`config.mk`:
```
export PLATFORM = sky130hd
export DESIGN_NAME = unified_mem_arbiter
export DESIGN_NICKNAME = d
export VERILOG_FILES = /design/src/rtl/unified_mem_arbiter.sv
export SDC_FILE = /design/constraint.sdc
export NUM_CORES = 1
export LEC_CHECK = 0
export ABC_AREA = 1
export BUFFER_PORTS_ARGS = -buffer_cell sky130_fd_sc_hd__buf_2
export CORE_MARGIN = 1
export CORE_UTILIZATION = 47
export CTS_CLUSTER_SIZE = 12
export DETAILED_ROUTE_END_ITERATION = 8
export GPL_TIMING_DRIVEN = 0
export PLACE_DENSITY = 0.8
export SLEW_MARGIN = 5
export SYNTH_ARGS = -nofsm -noshare
export SYNTH_HDL_FRONTEND = slang
export SYNTH_SLANG_ARGS = --single-unit
```
`constraint.sdc`:
```
create_clock -name clk_i -period 1.8 [get_ports clk_i]
set_input_delay 0.18 -clock clk_i [delete_from_list [all_inputs] [get_ports clk_i]]
set_output_delay 0.18 -clock clk_i [all_outputs]
set_load 0.01 [all_outputs]
```
`src/rtl/unified_mem_arbiter.sv`:
```
// Single-ported unified memory arbiter between the IF and MEM pipeline stages.
// DM wins contention, except when IF has been passed over STARVE_MAX times in a row.
module unified_mem_arbiter #(
    parameter int ADDR_W     = 32,
    parameter int DATA_W     = 32,
    parameter int CNT_W      = 16,
    parameter int STARVE_MAX = 4
) (
    input  logic              clk_i,
    input  logic              start_i,
    input  logic              if_req_i,
    input  logic [ADDR_W-1:0] if_addr_i,
    output logic              if_ack_o,
    output logic [DATA_W-1:0] if_rdata_o,
    input  logic              dm_req_i,
    input  logic              dm_we_i,
    input  logic [ADDR_W-1:0] dm_addr_i,
    input  logic [DATA_W-1:0] dm_wdata_i,
    output logic              dm_ack_o,
    output logic [DATA_W-1:0] dm_rdata_o,
    output logic              mem_req_o,
    output logic              mem_we_o,
    output logic [ADDR_W-1:0] mem_addr_o,
    output logic [DATA_W-1:0] mem_wdata_o,
    input  logic              mem_ready_i,
    input  logic [DATA_W-1:0] mem_rdata_i,
    output logic              stall_o,
    output logic [CNT_W-1:0]  stall_cnt_o
);
    localparam int SW = $clog2(STARVE_MAX + 1);

    localparam logic [1:0] IDLE = 2'd0;
    localparam logic [1:0] BUSY = 2'd1;
    localparam logic [1:0] ACK  = 2'd2;

    // Handshake: each requester holds req high until it sees its one-cycle ack;
    // the memory side holds mem_req_o until mem_ready_i, whose data is valid that cycle.
    logic [1:0]    state;
    logic          owner_dm;
    logic [SW-1:0] starve_cnt;
    logic          grant_dm;
    logic          grant_if;

    assign grant_dm  = (state == IDLE) && dm_req_i && (starve_cnt < SW'(STARVE_MAX));
    assign grant_if  = (state == IDLE) && !grant_dm && if_req_i;

    assign mem_req_o = (state == BUSY);
    assign if_ack_o  = (state == ACK) && !owner_dm;
    assign dm_ack_o  = (state == ACK) && owner_dm;
    assign stall_o   = (if_req_i && !if_ack_o) || (dm_req_i && !dm_ack_o);

    always_ff @(posedge clk_i or negedge start_i) begin
        if (!start_i) begin
            state       <= IDLE;
            owner_dm    <= 1'b0;
            starve_cnt  <= '0;
            mem_we_o    <= 1'b0;
            mem_addr_o  <= '0;
            mem_wdata_o <= '0;
            if_rdata_o  <= '0;
            dm_rdata_o  <= '0;
        end else begin
            case (state)
                IDLE: begin
                    if (grant_dm) begin
                        state       <= BUSY;
                        owner_dm    <= 1'b1;
                        mem_we_o    <= dm_we_i;
                        mem_addr_o  <= dm_addr_i;
                        mem_wdata_o <= dm_wdata_i;
                        // Only DM grants that leave IF waiting count toward starvation.
                        starve_cnt  <= if_req_i ? starve_cnt + SW'(1) : '0;
                    end else if (grant_if) begin
                        state       <= BUSY;
                        owner_dm    <= 1'b0;
                        mem_we_o    <= 1'b0;
                        mem_addr_o  <= if_addr_i;
                        mem_wdata_o <= '0;
                        starve_cnt  <= '0;
                    end
                end
                BUSY: begin
                    if (mem_ready_i) begin
                        state <= ACK;
                        if (!owner_dm) begin
                            if_rdata_o <= mem_rdata_i;
                        end else if (!mem_we_o) begin
                            dm_rdata_o <= mem_rdata_i;
                        end
                    end
                end
                default: state <= IDLE;
            endcase
        end
    end

    always_ff @(posedge clk_i or negedge start_i) begin
        if (!start_i) begin
            stall_cnt_o <= '0;
        end else if (stall_o && (stall_cnt_o != {CNT_W{1'b1}})) begin
            stall_cnt_o <= stall_cnt_o + CNT_W'(1);
        end
    end
endmodule
```
==> results of run 1 <==
-- flip-flops by register name, summed over array words and instances (netlist names) --
register,count
mem_we_o,1
starve_cnt,3
mem_wdata_o,32
dm_rdata_o,32
mem_addr_o,32
owner_dm,1
stall_cnt_o,16
if_rdata_o,32
state,2
-- how the worst max path moves through the flow --
stage,startpoint,end,slack (ns),depth (start not counted)
final,state[0],stall_o,0.11,5
after CTS,stall_cnt_o[0],stall_cnt_o[14],0.07,9
after global placement,start_i,dm_rdata_o[23],-1.62,1
after floorplan,stall_cnt_o[0],stall_cnt_o[3],0.30,9
after detailed placement,stall_cnt_o[0],stall_cnt_o[11],0.10,9
after global routing,state[0],stall_o,0.008,5
-- per-stage QoR --
step / instance area, sq um / total power [W] / TNS [ns] / cells
finish: 8930 / 0.0147 / 0 / 1198
global route: 8930 / 0.0157 / 0 / 1198
CTS: 8920 / 0.0148 / 0 / 1197
detailed placement: 7970 / 0.0114 / 0 / 1126
global placement: 7940 / 0.0113 / -242.37 / 1125
floorplan: 6310 / 0.00889 / 0 / 671
-- power groups by stage --
stage | Combinational (W) | Sequential (W) | Clock, W
after floorplan | 0.00248 | 0.00641 | 0
after detailed placement | 0.00570 | 0.00573 | 0
after global routing | 0.00638 | 0.00593 | 0.00338
after global placement | 0.00555 | 0.00571 | 0
after CTS | 0.00580 | 0.00573 | 0.00324
final | 0.00577 | 0.00576 | 0.00320
-- logic make-up (layout without fill, tap and decap cells) --
logic type | Yosys count | count (layout) | synth area share [%]
compound gates | 172 | 172 | 16.1
xor+xnor | 6 | 6 | 0.832
fa+ha+maj | 2 | 2 | 0.396
buf+inv | 86 | 441 | 6.34
flops | 151 | 151 | 59.8
simple gates | 254 | 254 | 16.5
-- worst register-to-register path, cell delays in order (launching register included) --
cell and delay, ns:
dfrtp_1 0.42, ha_1 0.28, inv_1 0.07, nor2_1 0.04, nand2_1 0.18, nor2_1 0.09, a21oi_2 0.22, buf_6 0.18
nand2_1 0.06, nand2_1 0.06
-- repair_timing --
item	CTS	global route
hold buffers	42	0
hold endpoints to repair	103	0
setup buffers	0	1
endpoints found under the setup margin	0	6
resized for setup	0	0
-- cell type report --
cell class	instances	area [sq um]
fill	1022	3950
sequential	151	3780
multi-input combinational	434	2130
timing repair buffer	326	1870
clock buffer	26	509
tap	172	215
buffer	33	201
inverter	53	199
clock inverter	3	17.5
-- placed cells by master (no fill, tap or decap), types with 2 or more instances in the layout --
master	count
xor2_1	3
xnor2_1	3
dfrtp_1	151
buf_6	8
inv_2	5
clkinv_2	2
clkbuf_8	5
buf_2	298
nor2_2	2
ha_1	2
clkbuf_16	17
o21ai_4	2
nor2_1	55
clkbuf_1	12
o21ai_1	36
a22o_1	33
nand3_1	8
nand4_1	6
inv_1	48
a21oi_1	32
dlygate4sd3_1	42
nand2_1	177
o21ai_0	67
buf_4	2
nand2_4	3
-- per-layer routing --
layer  share of wire (%)  wire length (um)
met1                  42              7820
met2                  49              9200
met3                 6.8              1270
met4                 2.4               459
met5                   0                 0
==> summary.txt, run 1 <==
Drt
  • Vias: 6029
  • Initial DRC count: 443
  • Total Wirelength: 18.8 mm
  • DR pass1 iterations: 5
  • DRC: 0
  • Wirelength per Cell: 15.7 um
  • Routed vias/inst: 5.03
  • Antenna viol nets, final: 0

Worst setup path
  • Crit Reg-Reg Startpoint: stall_cnt_o[0]
  • R2R Path End: stall_cnt_o[14]
  • Worst Setup End Kind: output pin
  • Cell depth of the worst flop-to-flop path: 9
  • Crit Path Class: reg2out
  • Crit path max-delay family: flip-flops
  • Crit path max fanout: 6
  • Worst Path Required: 1.62 ns
  • Worst path bufs/invs: 2
  • R2r setup slk: 0.15 ns
  • CP max stage delay: 0.39 ns
  • Critical path launch point type: flip-flop
  • Crit path DAT: 1.51 ns
  • Slowest stage cell, crit path: dfrtp_1
  • Worst-path cell chain: inv_2 -> nand2_1 -> o21ai_2 -> nand2_4 -> buf_2

Global routing
  • GR Util met2: 45.5%
  • Grt ovf: 0
  • Met3 usage: 7.66%
  • Overall routing resource usage: 27.8%
  • Antenna violations before repair: 0
  • Vias in the first global route: 6157
  • Met1 global-route usage: 34.5%
  • Global-route wire length before repair: 30.5 mm
  • Largest net degree at the start of global routing: 90
  • Busiest grt layer: met2

Hold path
  • Hold endpoint: mem_wdata_o[23]
  • Hold path startpoint: dm_wdata_i[23]
  • Hold Path Stages: 2
  • HP Class: in2reg

Placed design
  • Pre-CTS setup slack: 0.102 ns
  • Half-perimeter wire length after placement: 13.1 mm
  • Final Wtd Congestion: 0.864
  • IO buf count: 282

Logic synthesis
  • Number of synthesized flops with an enable pin: 0
  • Syn_nets: 807
  • Cells after Synth: 671
  • Cell with the most instances after synthesis: nand2_1
  • Sequential fraction of the synthesis area: 59.8%
  • Ys async rst share: 100%
  • Synthesis-stage register bit count: 151
  • Most area-consuming cells after synthesis: dfrtp_1 60%, nand2_1 11%, o21ai_0 5.3%
  • Cell variety after synth: 26
  • Mean Syn Cell Area: 9.41 sq um
  • Commonest cells in the netlist: 177 x nand2_1, 151 x dfrtp_1, 67 x o21ai_0, 55 x nor2_1, 48 x inv_1
  • Yosys top cell by area: dfrtp_1
  • Mapped Area: 0.00631 sq mm
  • Yosys Warn Count: 0
  • Yosys top cell area share: 59.8%
  • Prevailing post-synth register cell: dfrtp_1

Clocking
  • Sink Count: 151
  • Clock-pin slew on the worst setup and hold paths: 0.05 ns
  • Clk_lat worst skew: 0.42 ns
  • TritonCTS clock tree: done
  • Max clock buf depth: 2
  • CTS Buf Count: 17
  • CTS Root Cell: clkbuf_16
  • Htree depth: 4

Timing
  • Final hold vios: 0
  • Min Tclk post-route: 1.69 ns
  • Final worst-path cycle share: 93.8%
  • PnR worst setup slack: 0.112 ns
  • F_max: 0.592 GHz
  • Slew @ Worst Pin: 0.584 ns
  • Relative slew slack: 61.1%
  • # setup viols final: 0
  • RSZ-0062 raised after global routing: false
  • Slew Viols, Final: 0
  • Hold_ws: 0.00319 ns
  • Clock skew: 0.00751 ns

Power
  • Maximum VDD drop: 0.977 mV
  • Sw Ratio: 37.8%
  • Reg power frac: 39.1%
  • Leakage: 4.77 nW
  • Comb power frac: 39.2%
  • P_int: 0.00917 W
  • PwrDens: 1650 mW/mm^2
  • Net switching power: 0.00556 W
  • Clock share of power: 21.7%

Finish
  • Util after Layout: 69.3%
  • Area Overhead vs Synth: 41.4%
  • Diode count: 0
  • Fraction of layout instances using a drive strength above 1: 34.2%
  • Nets: 1152

Die
  • Die X: 118 um
  • Initial Util: 49.0%
  • # rows: 41
  • Die Area: 0.0139 sq mm
  • Die height: 118 um
  • Core Box Area: 0.0129 sq mm
  • IO Pins: 283

Status
  • Outcome: finished clean

Job
  • Maxcap violations: 0
Power figures use the tool's default switching activity.
==> run 2, diff against run 1 <==
--- a/config.mk
+++ b/config.mk
@@ -13,6 +13,7 @@
 export DETAILED_ROUTE_END_ITERATION = 8
 export GPL_TIMING_DRIVEN = 0
 export PLACE_DENSITY = 0.8
+export SETUP_SLACK_MARGIN = 0.2
 export SLEW_MARGIN = 5
 export SYNTH_ARGS = -nofsm -noshare
 export SYNTH_HDL_FRONTEND = slang
==> run 2 against run 1 <==
- final cell count is 0.83% higher
- worst setup slack gained 0.092 ns
- via count rose by 0.51%
- global-route usage up 0.096 points
- sequential power is essentially flat
- die area did not move
- flip-flop and latch count unchanged
- non-clock buffer count rose by 10
- first-iteration DRC count rose by 3.2%
- register-to-register slack better by 0.06 ns
- clock skew barely moved
==> summary.txt, run 2 (synthesis gave the netlist of run 1 again) <==
Status
  • Outcome: finished clean

Die
  • Die X: 118 um (unchanged)
  • IO Pins: 283 (unchanged)
  • Core Box Area: 0.0129 sq mm (unchanged)
  • Initial Util: 49.0% (unchanged)
  • Die height: 118 um (unchanged)
  • # rows: 41 (unchanged)
  • Die Area: 0.0139 sq mm (unchanged)

Worst setup path
  • Worst Path Required: 1.62 ns (about the same)
  • Critical path launch point type: flip-flop
  • Slowest stage cell, crit path: dfrtp_1
  • Top cell by count, worst path: nand2_4
  • Crit path max fanout: 5 (-1)
  • Crit Reg-Reg Startpoint: state[1]
  • Worst Setup End Kind: output pin
  • Worst path bufs/invs: 2 (unchanged)
  • R2r setup slk: 0.21 ns (+0.06 ns)
  • Worst-path cell chain: inv_2 -> nand2_4 -> o21ai_4 -> nand2_4 -> buf_6
  • R2R Path End: mem_wdata_o[27]
  • Crit Path Class: reg2out
  • Crit path max-delay family: flip-flops
  • Cell depth of the worst flop-to-flop path: 6 (-3)
  • Crit path DAT: 1.42 ns (-0.09 ns)
  • CP max stage delay: 0.42 ns (+0.03 ns)

Finish
  • FILL cells: 1009 (-1.3%)
  • Diode count: 0 (unchanged)
  • Commonest cells after routing, fill and taps aside: 294 x buf_2, 174 x nand2_1, 147 x dfrtp_1, 67 x o21ai_0, 54 x nor2_1
  • Fraction of layout instances using a drive strength above 1: 35.9% (+1.7 points)
  • Final Non-Filler Cells: 1208 (+0.83%)
  • Commonest non-fill, non-tap cell in the layout: buf_2
  • Nets: 1162 (+0.87%)
  • Util after Layout: 70.6% (+1.3 points)
  • Final Instance Area: 0.00909 sq mm (+1.8%)
  • Area Overhead vs Synth: 44.0%

Drt
  • Initial DRC count: 457 (+3.2%)
  • Total Wirelength: 19.1 mm (+1.9%)
  • Wirelength per Cell: 15.8 um (+1.1%)
  • DRC: 0 (unchanged)
  • Routed vias/inst: 5.02 (-0.32%)
  • Vias: 6060 (+0.51%)
  • Antenna viol nets, final: 0 (unchanged)
  • DR pass1 iterations: 5 (unchanged)

Placed design
  • Placed insts: 1126 (unchanged)
  • Half-perimeter wire length after placement: 13.1 mm (unchanged)
  • Dpl cell area: 0.00797 sq mm (unchanged)
  • IO buf count: 282 (unchanged)
  • Final Wtd Congestion: 0.864 (unchanged)

Power
  • Net switching power: 0.00568 W (+2.1%)
  • Comb power frac: 40.0% (+0.8 points)
  • Clock share of power: 21.4% (-0.3 points)
  • PwrDens: 1650 mW/mm^2 (about the same)
  • Overall power: 0.0150 W (+1.8%)
  • Sw Ratio: 37.9% (+0.096 points)
  • Leakage: 4.84 nW (+1.4%)
  • Reg power frac: 38.6% (-0.5 points)
  • P_int: 0.00932 W (+1.7%)
  • Maximum VDD drop: 0.981 mV (+0.37%)

Global routing
  • Antenna violations before repair: 0 (unchanged)
  • GR Util met2: 45.7% (+0.22 points)
  • Busiest grt layer: met2
  • Grt ovf: 0 (unchanged)
  • Largest net degree at the start of global routing: 90 (unchanged)
  • Met3 usage: 7.66% (unchanged)
  • Met1 global-route usage: 34.6% (+0.096 points)
  • Overall routing resource usage: 27.9% (+0.096 points)
  • Vias in the first global route: 6168 (+0.18%)
  • Global-route wire length before repair: 30.6 mm (+0.36%)

Timing
  • Hold_ws: 0.00579 ns (+0.00260 ns)
  • Slew Viols, Final: 0 (unchanged)
  • Slew @ Worst Pin: 0.577 ns (-0.00658 ns)
  • Final worst-path cycle share: 88.7% (-5.1 points)
  • Final hold vios: 0 (unchanged)
  • F_max: 0.626 GHz (+5.8%)
  • Min Tclk post-route: 1.60 ns (-0.0921 ns)
  • RSZ-0062 raised after global routing: true
  • Clock skew: 0.00719 ns (-0.000323 ns)
  • Relative slew slack: 61.5% (+0.44 points)
  • # setup viols final: 0 (unchanged)

Clocking
  • Max clock buf depth: 2 (unchanged)
  • TritonCTS clock tree: done
  • Clock-pin slew on the worst setup and hold paths: 0.05 ns (about the same)
  • CTS Root Cell: clkbuf_16
  • Clk_lat worst skew: 0.41 ns (about the same)
  • Sink Count: 151 (unchanged)
  • Htree depth: 4 (unchanged)
  • CTS Buf Count: 17 (unchanged)

Hold path
  • Hold endpoint: mem_wdata_o[23]
  • HP Class: in2reg
  • Hold path startpoint: dm_wdata_i[23]
  • Hold Path Stages: 2 (unchanged)

Job
  • Maxcap violations: 0 (unchanged)
## run 2: per-layer routing
layer	routed length, um	share of wire (%)
met1	7910	41
met2	9470	50
met3	1240	6.5
met4	487	2.5
met5	0	0
## run 2: repair_timing
item / 4_1_cts / 5_1_grt
endpoints found under the setup margin: 25 / 68
hold buffers: 42 / 0
endpoints found under the hold margin: 103 / 0
gates resized for setup: 6 / 21
pin swaps: 1 / 6
setup buffers: 2 / 9
## run 2: layout make-up
| cell class | count | area [sq um] | share of cell area, % |
|---|---|---|---|
| tap | 172 | 215 | 2.37 |
| clock inverter | 3 | 17.5 | 0.193 |
| buffer | 33 | 216 | 2.38 |
| inverter | 53 | 201 | 2.22 |
| multi-input combinational | 434 | 2190 | 24.1 |
| sequential | 151 | 3780 | 41.6 |
| clock buffer | 26 | 509 | 5.60 |
| timing repair buffer | 336 | 1950 | 21.5 |
## run 2: power by group through the flow
stage	Combinational (W)	Clock (W)	Sequential, W
finish	0.00600	0.00321	0.00579
global route	0.00662	0.00338	0.00597
CTS	0.00583	0.00324	0.00574
detailed placement	0.00570	0	0.00573
global placement	0.00555	0	0.00571
floorplan	0.00248	0	0.00641
## run 2: how the worst max path moves through the flow
stage	cells after the start	startpoint	to
global route	5	state[0]	stall_o
global placement	1	start_i	dm_rdata_o[23]
finish	5	state[0]	stall_o
detailed placement	9	stall_cnt_o[0]	stall_cnt_o[11]
floorplan	9	stall_cnt_o[0]	stall_cnt_o[3]
CTS	5	state[0]	stall_o
## run 2: stage by stage
stage          worst slack (ns)  TNS (ns)
2_1_floorplan             0.304         0
3_3_place_gp              -1.62   -242.37
3_5_place_dp              0.102         0
4_1_cts                   0.168         0
5_1_grt                   0.131         0
6_report                  0.204         0
